$ cat config.mk
export PLATFORM = sky130hd
export DESIGN_NAME = alu16_arbiter_ctrl
export DESIGN_NICKNAME = d
export VERILOG_FILES = /design/src/rtl/alu16_pkg.sv /design/src/rtl/alu16_arbiter_ctrl_rr_arb2.sv /design/src/rtl/alu16_arbiter_ctrl.sv
export SDC_FILE = /design/constraint.sdc
export NUM_CORES = 1
export LEC_CHECK = 0
export ABC_AREA = 1
export CAP_MARGIN = 25
export CORE_ASPECT_RATIO = 1.75
export CORE_MARGIN = 2
export CORE_UTILIZATION = 30
export CTS_CLUSTER_SIZE = 30
export DETAILED_ROUTE_END_ITERATION = 10
export PLACE_DENSITY = 0.64
export SYNTH_ARGS = -nofsm -noshare
export SYNTH_HDL_FRONTEND = slang
export SYNTH_SLANG_ARGS = --single-unit
$ cat constraint.sdc
create_clock -name clk -period 5.6 [get_ports clk]
set_input_delay 1.4 -clock clk [delete_from_list [all_inputs] [get_ports clk]]
set_output_delay 1.4 -clock clk [all_outputs]
set_load 0.005 [all_outputs]
$ cat src/rtl/alu16_pkg.sv
// alu16_pkg
// Shared definitions for the ALU16 sharing controller: ALU16 op codes,
// op classification helpers and the controller state encoding.
// No ports (package).

package alu16_pkg;

   localparam int OP_W = 4;

   localparam logic [OP_W-1:0] ALU_ADD   = 4'd0;
   localparam logic [OP_W-1:0] ALU_SUB   = 4'd1;
   localparam logic [OP_W-1:0] ALU_MUL   = 4'd2;
   localparam logic [OP_W-1:0] ALU_DIV   = 4'd3;
   localparam logic [OP_W-1:0] ALU_SLL   = 4'd4;
   localparam logic [OP_W-1:0] ALU_SRL   = 4'd5;
   localparam logic [OP_W-1:0] ALU_SRA   = 4'd6;
   localparam logic [OP_W-1:0] ALU_XOR   = 4'd7;
   localparam logic [OP_W-1:0] ALU_OR    = 4'd8;
   localparam logic [OP_W-1:0] ALU_AND   = 4'd9;
   localparam logic [OP_W-1:0] ALU_NOT   = 4'd10;
   localparam logic [OP_W-1:0] ALU_BOOTH = 4'd11;
   localparam logic [OP_W-1:0] ALU_NRDIV = 4'd12;

   typedef enum logic [1:0] {
      IDLE = 2'd0,
      EXEC = 2'd1,
      RESP = 2'd2
   } state_t;

   // multi-cycle datapaths inside ALU16 need the long hold time
   function automatic logic is_slow_op(input logic [OP_W-1:0] op);
      return (op == ALU_MUL) || (op == ALU_DIV) ||
             (op == ALU_BOOTH) || (op == ALU_NRDIV);
   endfunction

   function automatic logic is_illegal_op(input logic [OP_W-1:0] op);
      return op > ALU_NRDIV;
   endfunction

   // ops that trap on a zero divisor
   function automatic logic is_div_op(input logic [OP_W-1:0] op);
      return (op == ALU_DIV) || (op == ALU_NRDIV);
   endfunction

endpackage

$ cat src/rtl/alu16_arbiter_ctrl_rr_arb2.sv
// rr_arb2
// Two-way round-robin grant. A lone valid requester wins; on a tie the
// requester that was not granted last wins.
// Ports:
//   valid[1:0]  in   request present per requester
//   last_grant  in   requester granted most recently
//   grant       out  index of the winning requester (meaningful when any valid)

module rr_arb2 (
   input  logic [1:0] valid,
   input  logic       last_grant,
   output logic       grant
);

   always_comb begin
      grant = 1'b0;
      case (valid)
         2'b01:   grant = 1'b0;
         2'b10:   grant = 1'b1;
         2'b11:   grant = ~last_grant;
         default: grant = 1'b0;
      endcase
   end

endmodule

$ cat src/rtl/alu16_arbiter_ctrl.sv
// alu16_arbiter_ctrl
// Shares one ALU16 between two requesters. Accepted operands/op are held
// on the ALU inputs for an op-dependent latency, then the ALU result and
// flags are captured into a response register held until consumed.
// Illegal ops and divide-by-zero skip the ALU and respond with resp_err.
// Ports:
//   clk, reset                      clock, async active-high reset
//   req{0,1}_valid/_ready           request handshake (ready is combinational)
//   req{0,1}_a/_b/_op               request payload
//   resp_valid/resp_ready           response handshake
//   resp_id/out/overflow/zero/err   response payload
//   alu_a/alu_b/alu_op              ALU16 inputs (registered)
//   alu_out/alu_overflow/alu_zero   ALU16 outputs
//   busy                            controller not idle
//
// state | meaning
// IDLE  | waiting for a request, arbitration active
// EXEC  | ALU inputs held, cnt counting down to capture
// RESP  | response valid, waiting for resp_ready

module alu16_arbiter_ctrl
   import alu16_pkg::*;
#(
   parameter int WIDTH    = 16,
   parameter int LAT_FAST = 1,
   parameter int LAT_SLOW = 16
) (
   input  logic             clk,
   input  logic             reset,
   input  logic             req0_valid,
   output logic             req0_ready,
   input  logic [WIDTH-1:0] req0_a,
   input  logic [WIDTH-1:0] req0_b,
   input  logic [3:0]       req0_op,
   input  logic             req1_valid,
   output logic             req1_ready,
   input  logic [WIDTH-1:0] req1_a,
   input  logic [WIDTH-1:0] req1_b,
   input  logic [3:0]       req1_op,
   output logic             resp_valid,
   input  logic             resp_ready,
   output logic             resp_id,
   output logic [WIDTH-1:0] resp_out,
   output logic             resp_overflow,
   output logic             resp_zero,
   output logic             resp_err,
   output logic [WIDTH-1:0] alu_a,
   output logic [WIDTH-1:0] alu_b,
   output logic [3:0]       alu_op,
   input  logic [WIDTH-1:0] alu_out,
   input  logic             alu_overflow,
   input  logic             alu_zero,
   output logic             busy
);

   localparam int LAT_MAX = (LAT_FAST > LAT_SLOW) ? LAT_FAST : LAT_SLOW;
   localparam int CNT_W   = (LAT_MAX > 1) ? $clog2(LAT_MAX) : 1;
   localparam logic [CNT_W-1:0] CNT_FAST = CNT_W'(LAT_FAST - 1);
   localparam logic [CNT_W-1:0] CNT_SLOW = CNT_W'(LAT_SLOW - 1);

   state_t           state;
   logic [CNT_W-1:0] cnt;
   logic             last_grant;
   logic             grant;
   logic             accept;
   logic [WIDTH-1:0] sel_a;
   logic [WIDTH-1:0] sel_b;
   logic [3:0]       sel_op;
   logic             sel_bad;

   rr_arb2 u_arb (
      .valid      ({req1_valid, req0_valid}),
      .last_grant (last_grant),
      .grant      (grant)
   );

   // reset is folded in so no ready can leak out while the block is held
   assign req0_ready = !reset && (state == IDLE) && req0_valid && !grant;
   assign req1_ready = !reset && (state == IDLE) && req1_valid &&  grant;
   assign accept     = req0_ready || req1_ready;

   assign sel_a   = grant ? req1_a  : req0_a;
   assign sel_b   = grant ? req1_b  : req0_b;
   assign sel_op  = grant ? req1_op : req0_op;
   assign sel_bad = is_illegal_op(sel_op) || (is_div_op(sel_op) && (sel_b == '0));

   assign busy = (state != IDLE);

   always_ff @(posedge clk or posedge reset) begin
      if (reset) begin
         state         <= IDLE;
         cnt           <= '0;
         last_grant    <= 1'b1;
         alu_a         <= '0;
         alu_b         <= '0;
         alu_op        <= '0;
         resp_valid    <= 1'b0;
         resp_id       <= 1'b0;
         resp_out      <= '0;
         resp_overflow <= 1'b0;
         resp_zero     <= 1'b0;
         resp_err      <= 1'b0;
      end else begin
         case (state)
            IDLE: begin
               if (accept) begin
                  alu_a      <= sel_a;
                  alu_b      <= sel_b;
                  alu_op     <= sel_op;
                  resp_id    <= grant;
                  last_grant <= grant;
                  if (sel_bad) begin
                     state         <= RESP;
                     resp_valid    <= 1'b1;
                     resp_err      <= 1'b1;
                     resp_out      <= '0;
                     resp_overflow <= 1'b0;
                     resp_zero     <= 1'b0;
                  end else begin
                     state <= EXEC;
                     cnt   <= is_slow_op(sel_op) ? CNT_SLOW : CNT_FAST;
                  end
               end
            end
            EXEC: begin
               if (cnt == '0) begin
                  state         <= RESP;
                  resp_valid    <= 1'b1;
                  resp_err      <= 1'b0;
                  resp_out      <= alu_out;
                  resp_overflow <= alu_overflow;
                  resp_zero     <= alu_zero;
               end else begin
                  cnt <= cnt - 1'b1;
               end
            end
            RESP: begin
               if (resp_ready) begin
                  state      <= IDLE;
                  resp_valid <= 1'b0;
               end
            end
            default: state <= IDLE;
         endcase
      end
   end

endmodule

# [Yosys cells after proc, flatten, opt, wreduce, memory -nomap -nowiden]
# Index checks and enable logic that the tools add are counted.
[op_classes] add_sub_neg=1 magnitude_cmp=1 eq_ne=14 mux=31 n_bitwise=1 reduce_logical=25
[op_table] operator="$mux 16" count=5
[op_table] operator="$pmux 16 s2" count=1
[op_table] operator="$mux 4" count=5
[op_table] operator="$logic_not 16->1" count=1
[op_table] operator="$ne 2x2->1 const B" count=6
[op_table] operator="$mux 1" count=9
[op_table] operator="$eq 4x2->1 const B" count=2
[op_table] operator="$eq 4x4->1 const B" count=2
[op_table] operator="$mux 2" count=4
[op_table] operator="$pmux 1 s2" count=4
[op_table] operator="$pmux 4 s2" count=1
[op_table] operator="$reduce_and 4->1" count=2
[op_table] operator="$eq 2x2->1 const B" count=3
[op_table] operator="$logic_and 1x1->1" count=6
[op_table] operator="$logic_or 1x1->1" count=6
[op_table] operator="$pmux 2 s3" count=1
[op_table] operator="$reduce_and 5->1" count=1
[op_table] operator="$gt 4x4->1 const B" count=1
[op_table] operator="$logic_not 4->1" count=1
[op_table] operator="$reduce_bool 2->1" count=2
[op_table] operator="$sub 4x1->4 const B" count=1
[op_table] operator="$pmux 1 s3" count=1
[op_table] operator="$reduce_and 3->1" count=1
[op_table] operator="$reduce_bool 3->1" count=1
[op_table] operator="5 further kinds" count=6
[word_totals] reg_bits=64 inputBits=95 output_inout_bits=60

# [Depth between registers and ports, before layout]
[depth] ltp_word=11 depth_mapped=15 depth_no_buf=13

# [Cells and area by module]
# From an unflattened synthesis, not the netlist that was laid out.
[hier_totals] hier_cells=444 hier_area_um2=3244.4
[by_module_without_submodules] mod="alu16_arbiter_ctrl" n_inst=1 cells_per_inst=442 area_each_um2=3231.8
[by_module_without_submodules] mod="rr_arb2" n_inst=1 cells_per_inst=2 area_each_um2=12.5

# [Least setup slack after synthesis]
# OpenSTA, ideal clock, no wires.
[synth_timing] path_kind="input port to output port" startpoint="input port req1_valid" endpoint="output port req0_ready" arrival_ns=2.158 required_ns=4.200 slack_ns=2.042 path_stages=6 path_cell_list="buf_4 > nand2_8 > inv_4 > buf_6 > clkbuf_1 > nor2_1"
[synth_via] elab_chain_cells=4 word_cells_on_any_way=5 classes_between="eq/ne: 2; mux: 1; reduce/logical: 2"
[synth_rtl] item="start: declaration" line="alu16_arbiter_ctrl.sv:35" source="input logic req1_valid,"
[synth_rtl] item="$eq 2x2->1" line="alu16_arbiter_ctrl_rr_arb2.sv:17" source="case (valid)"
[synth_rtl] item="$pmux 1 s2 *" line="alu16_arbiter_ctrl_rr_arb2.sv:17"
[synth_rtl] item="$logic_not 1->1 *" line="alu16_arbiter_ctrl.sv:78" source="assign req0_ready = !reset && (state == IDLE) && req0_valid && !grant;"
[synth_rtl] item="$logic_and 1x1->1 *" line="alu16_arbiter_ctrl.sv:78"
[synth_rtl] item="end: declaration" line="alu16_arbiter_ctrl.sv:31" source="output logic req0_ready,"
# Mark *: on every way between the ends. The rest lies on a longest branch, timed or not.

# [Worst setup path in the final report]
[layout_timing] startpoint="input port req0_valid" endpoint="output port req1_ready"
[layout_via] elab_chain_cells=3 word_cells_on_any_way=4 classes_between="eq/ne: 2; mux: 1; reduce/logical: 1"
[layout_rtl] item="start: declaration" line="alu16_arbiter_ctrl.sv:30" source="input logic req0_valid,"
[layout_rtl] item="$eq 2x2->1" line="alu16_arbiter_ctrl_rr_arb2.sv:17"
[layout_rtl] item="$pmux 1 s2 *" line="alu16_arbiter_ctrl_rr_arb2.sv:17"
[layout_rtl] item="$logic_and 1x1->1 *" line="alu16_arbiter_ctrl.sv:79" source="assign req1_ready = !reset && (state == IDLE) && req1_valid && grant;"
[layout_rtl] item="end: declaration" line="alu16_arbiter_ctrl.sv:36" source="output logic req1_ready,"
# Marked as above.

==> results.md <==
* Hold WC Path Type: reg2reg
* Via count at approximately 3,300
* Most used cell, CP: clkdlybuf4s50_1
* Setup TNS at 0 ns
* Mapped Area at ~3300 um2
* Vias/cell at roughly 4.7
* Top-Level Pins at 155
* Max-cap viol count at 0
* DRT iter0 DRCs at ~160
* Synth Area in XOR/XNOR at less than 1%
* FF/Latch Area at 1600 um2
* Clock-pin slew on the worst setup and hold paths at 0.05 ns
* Worst EP required at 4.20 ns
* TritonCTS clock tree: yes
* YS warnings at 0
* DP Area at 4880 um2
* Largest stage delay on the critical path at 0.50 ns
* Initial antenna violation count at 0
* Data arrival, critical path at 3.39 ns
* DRC at 0
* CP startpoint kind: input pin
* WL/cell at 14.4 um
* CTS buffer count at 9
* Fillers at 1,056
* Initial Utilization at a little under a third
* Clock Sinks at 64
* Final worst setup slack at 0.807 ns
* Final setup vio count at 0
* Design area at 5200 um2
* Worst slew pin tran at 0.615 ns
* Final Core Density at 48.6%
* RSZ-0062 raised after global routing: false
* Crit share post-route at 85.6%
* #FFs+latches synth at between 60 and 70
* H-tree levels at 3
* Post-CTS Resized at 0
* Vias in the first global route at around 3,300
* HPWL after detailed placement at 7670 um
* Area of the multi-input gates at between 1000 and 1500 um2
* Post-Synthesis Cells at 412
* Max Freq at ~210 MHz
* Post-synthesis area per instance at 8.01 um2
* Compound-Gate Fraction of Synth Area at 7.39%
* Core Footprint at 10,700 um2
* Core Rows at 50
* Main combinational cell family by area after synthesis: simple AND/OR/NAND/NOR gates
* Remaining antenna violation count at 0
* Die width at approximately 83 um
* CP Cell Sequence: clkdlybuf4s50_1, nand2_4, nand2_8, inv_4, nand2_1, inv_1, clkdlybuf4s50_1
* Count of cell types in the netlist at 29
* Area share of fa/ha/maj cells after synthesis at 0.379%
* Die Span Y at about 140 um
* Clock buffer depth at 2
* Worst-Skew Late Latency at around 0.32 ns
* CTS Root Cell: clkbuf_16
* Post-Route Skew at 0.00744 ns
* Antenna cells at 0
* Relative slew slack at 59.0%
* Hold buffer count at cts at 0
* Drt pass-1 iters at 5
* DRT Wirelength at 10,000 um
* Port Buffers at 154
* Worst Setup End Kind: primary output
* Outcome: finished clean
* Post-CTS Setup Inserts at 0
* Setup WS pre-CTS at between 0.7 and 0.8 ns
* Multiplexer share of the synthesized area at 0%
* Post-route minimum period at 4.79 ns
* VDD IR max at between 0.2 and 0.25 mV
* Tot Pwr at 2630 uW
* Leakage power at 0.00238 uW
* Crit Path Category: in2out
* Synth Net Count at 508
* CP max FO at 40
* Slowest cell on the critical path: clkdlybuf4s50_1
* First-pass GRT wire length at approximately 16,000 um
* Seq/Total Area, Yosys at 48.5%
* Die area at between 10,000 and 15,000 um2
* Largest net degree at the start of global routing at 67
* Gpl congestion at 0.792
* Total GRT Usage at 17.1%
* Final #Nets at 657
* Share of cells above drive strength 1 at between 10% and 20%
* Grt ovf at 0
* Area Overhead vs Synth at 57.5%
* Final Max Slew Viols at 0
* Cell Pwr Density at around 510 nW/um2
* Post-Synth Simple-Gate Area at a little over a third
* Final hold violation count at 0
[cell usage after synthesis, drive strengths merged]
cell type | number | share of area [%]
inv | 20 | 2.3
dfrtp | 63 | 48
clkbuf | 4 | 0.45
nand3b | 2 | 0.45
ha | 1 | 0.38
a31oi | 32 | 6.1
and2 | 1 | 0.27
dfstp | 1 | 0.80
nand3 | 44 | 7.4
xor2 | 1 | 0.27
buf | 17 | 4.3
nor3 | 2 | 0.45
o21ai | 8 | 1.3
nand2 | 163 | 21
nor2 | 53 | 6.6
[report_power, final]
group	switching [uW]	total [uW]	internal (uW)	leakage [uW]
sequential	133	830	697	0.000771
clock	197	567	369	0.000143
combinational	600	1230	633	0.00147
total	931	2630	1700	0.00238
[metrics by stage]
step	instances	hold slack, ns
floorplan	412	0.464
global placement	679	0.455
detailed placement	679	0.464
CTS	695	0.475
global route	696	0.498
finish	696	0.469
[logic make-up after synthesis]
group | count (synthesis)
flops | 64
fa+ha+maj | 1
compound gates | 40
simple gates | 265
buf+inv | 41
xor+xnor | 1
[placed cells by master, fill, tap and decap left out, drive strengths merged]
cell type / instances
a31oi: 32
and2: 1
buf: 5
bufinv: 1
clkbuf: 14
clkdlybuf4s50: 154
clkinvlp: 1
dfrtp: 63
dfstp: 1
ha: 1
inv: 20
nand2: 163
nand3: 44
nand3b: 2
nor2: 53
nor3: 2
o21ai: 8
xor2: 1
[layer usage]
| metal | track usage [%] | up-vias | wire [um] |
|---|---|---|---|
| met1 | 17.3 | 1537 | 3670 |
| met2 | 32.3 | 103 | 5500 |
| met4 | 9.23 | 0 | 383 |
| met5 | 0 | - | 0 |
| li1 | - | 1631 | - |
| met3 | 3.58 | 19 | 457 |
[sequential cells by signal, indices dropped and copies added (netlist names)]
signal	cells
last_grant	1
alu_b	16
cnt	4
resp_valid	1
resp_zero	1
state	2
resp_overflow	1
resp_id	1
resp_err	1
alu_a	16
alu_op	4
resp_out	16
[critical path, delay by kind of cell]
kind	cells	cell delay (ns)
and+or+nand+nor	3	0.64
buffers and inverters	4	1.33
[final timing paths]
check	slack [ns]	startpoint	depth (start not counted)	endpoint
max in group asynchronous	3.42	reset	4	alu_a[8]
min in group asynchronous	1.37	reset	2	resp_id
hold / removal	0.47	resp_out[8]	2	resp_out[8]
hold reg to reg	0.47	resp_out[8]	2	resp_out[8]
setup reg to reg	3.06	last_grant	10	cnt[1]
setup / recovery	0.81	req0_valid	7	req1_ready
[final cells by class]
cell class	count	area share [%]
flip-flops and latches	64	30.8
repair buffers	159	30.6
multi-input cells	307	28.2
clock buffers	14	5.08
well taps	130	3.13
inverters	20	1.49
clock inverters	2	0.722
Power figures use the tool's default switching activity.
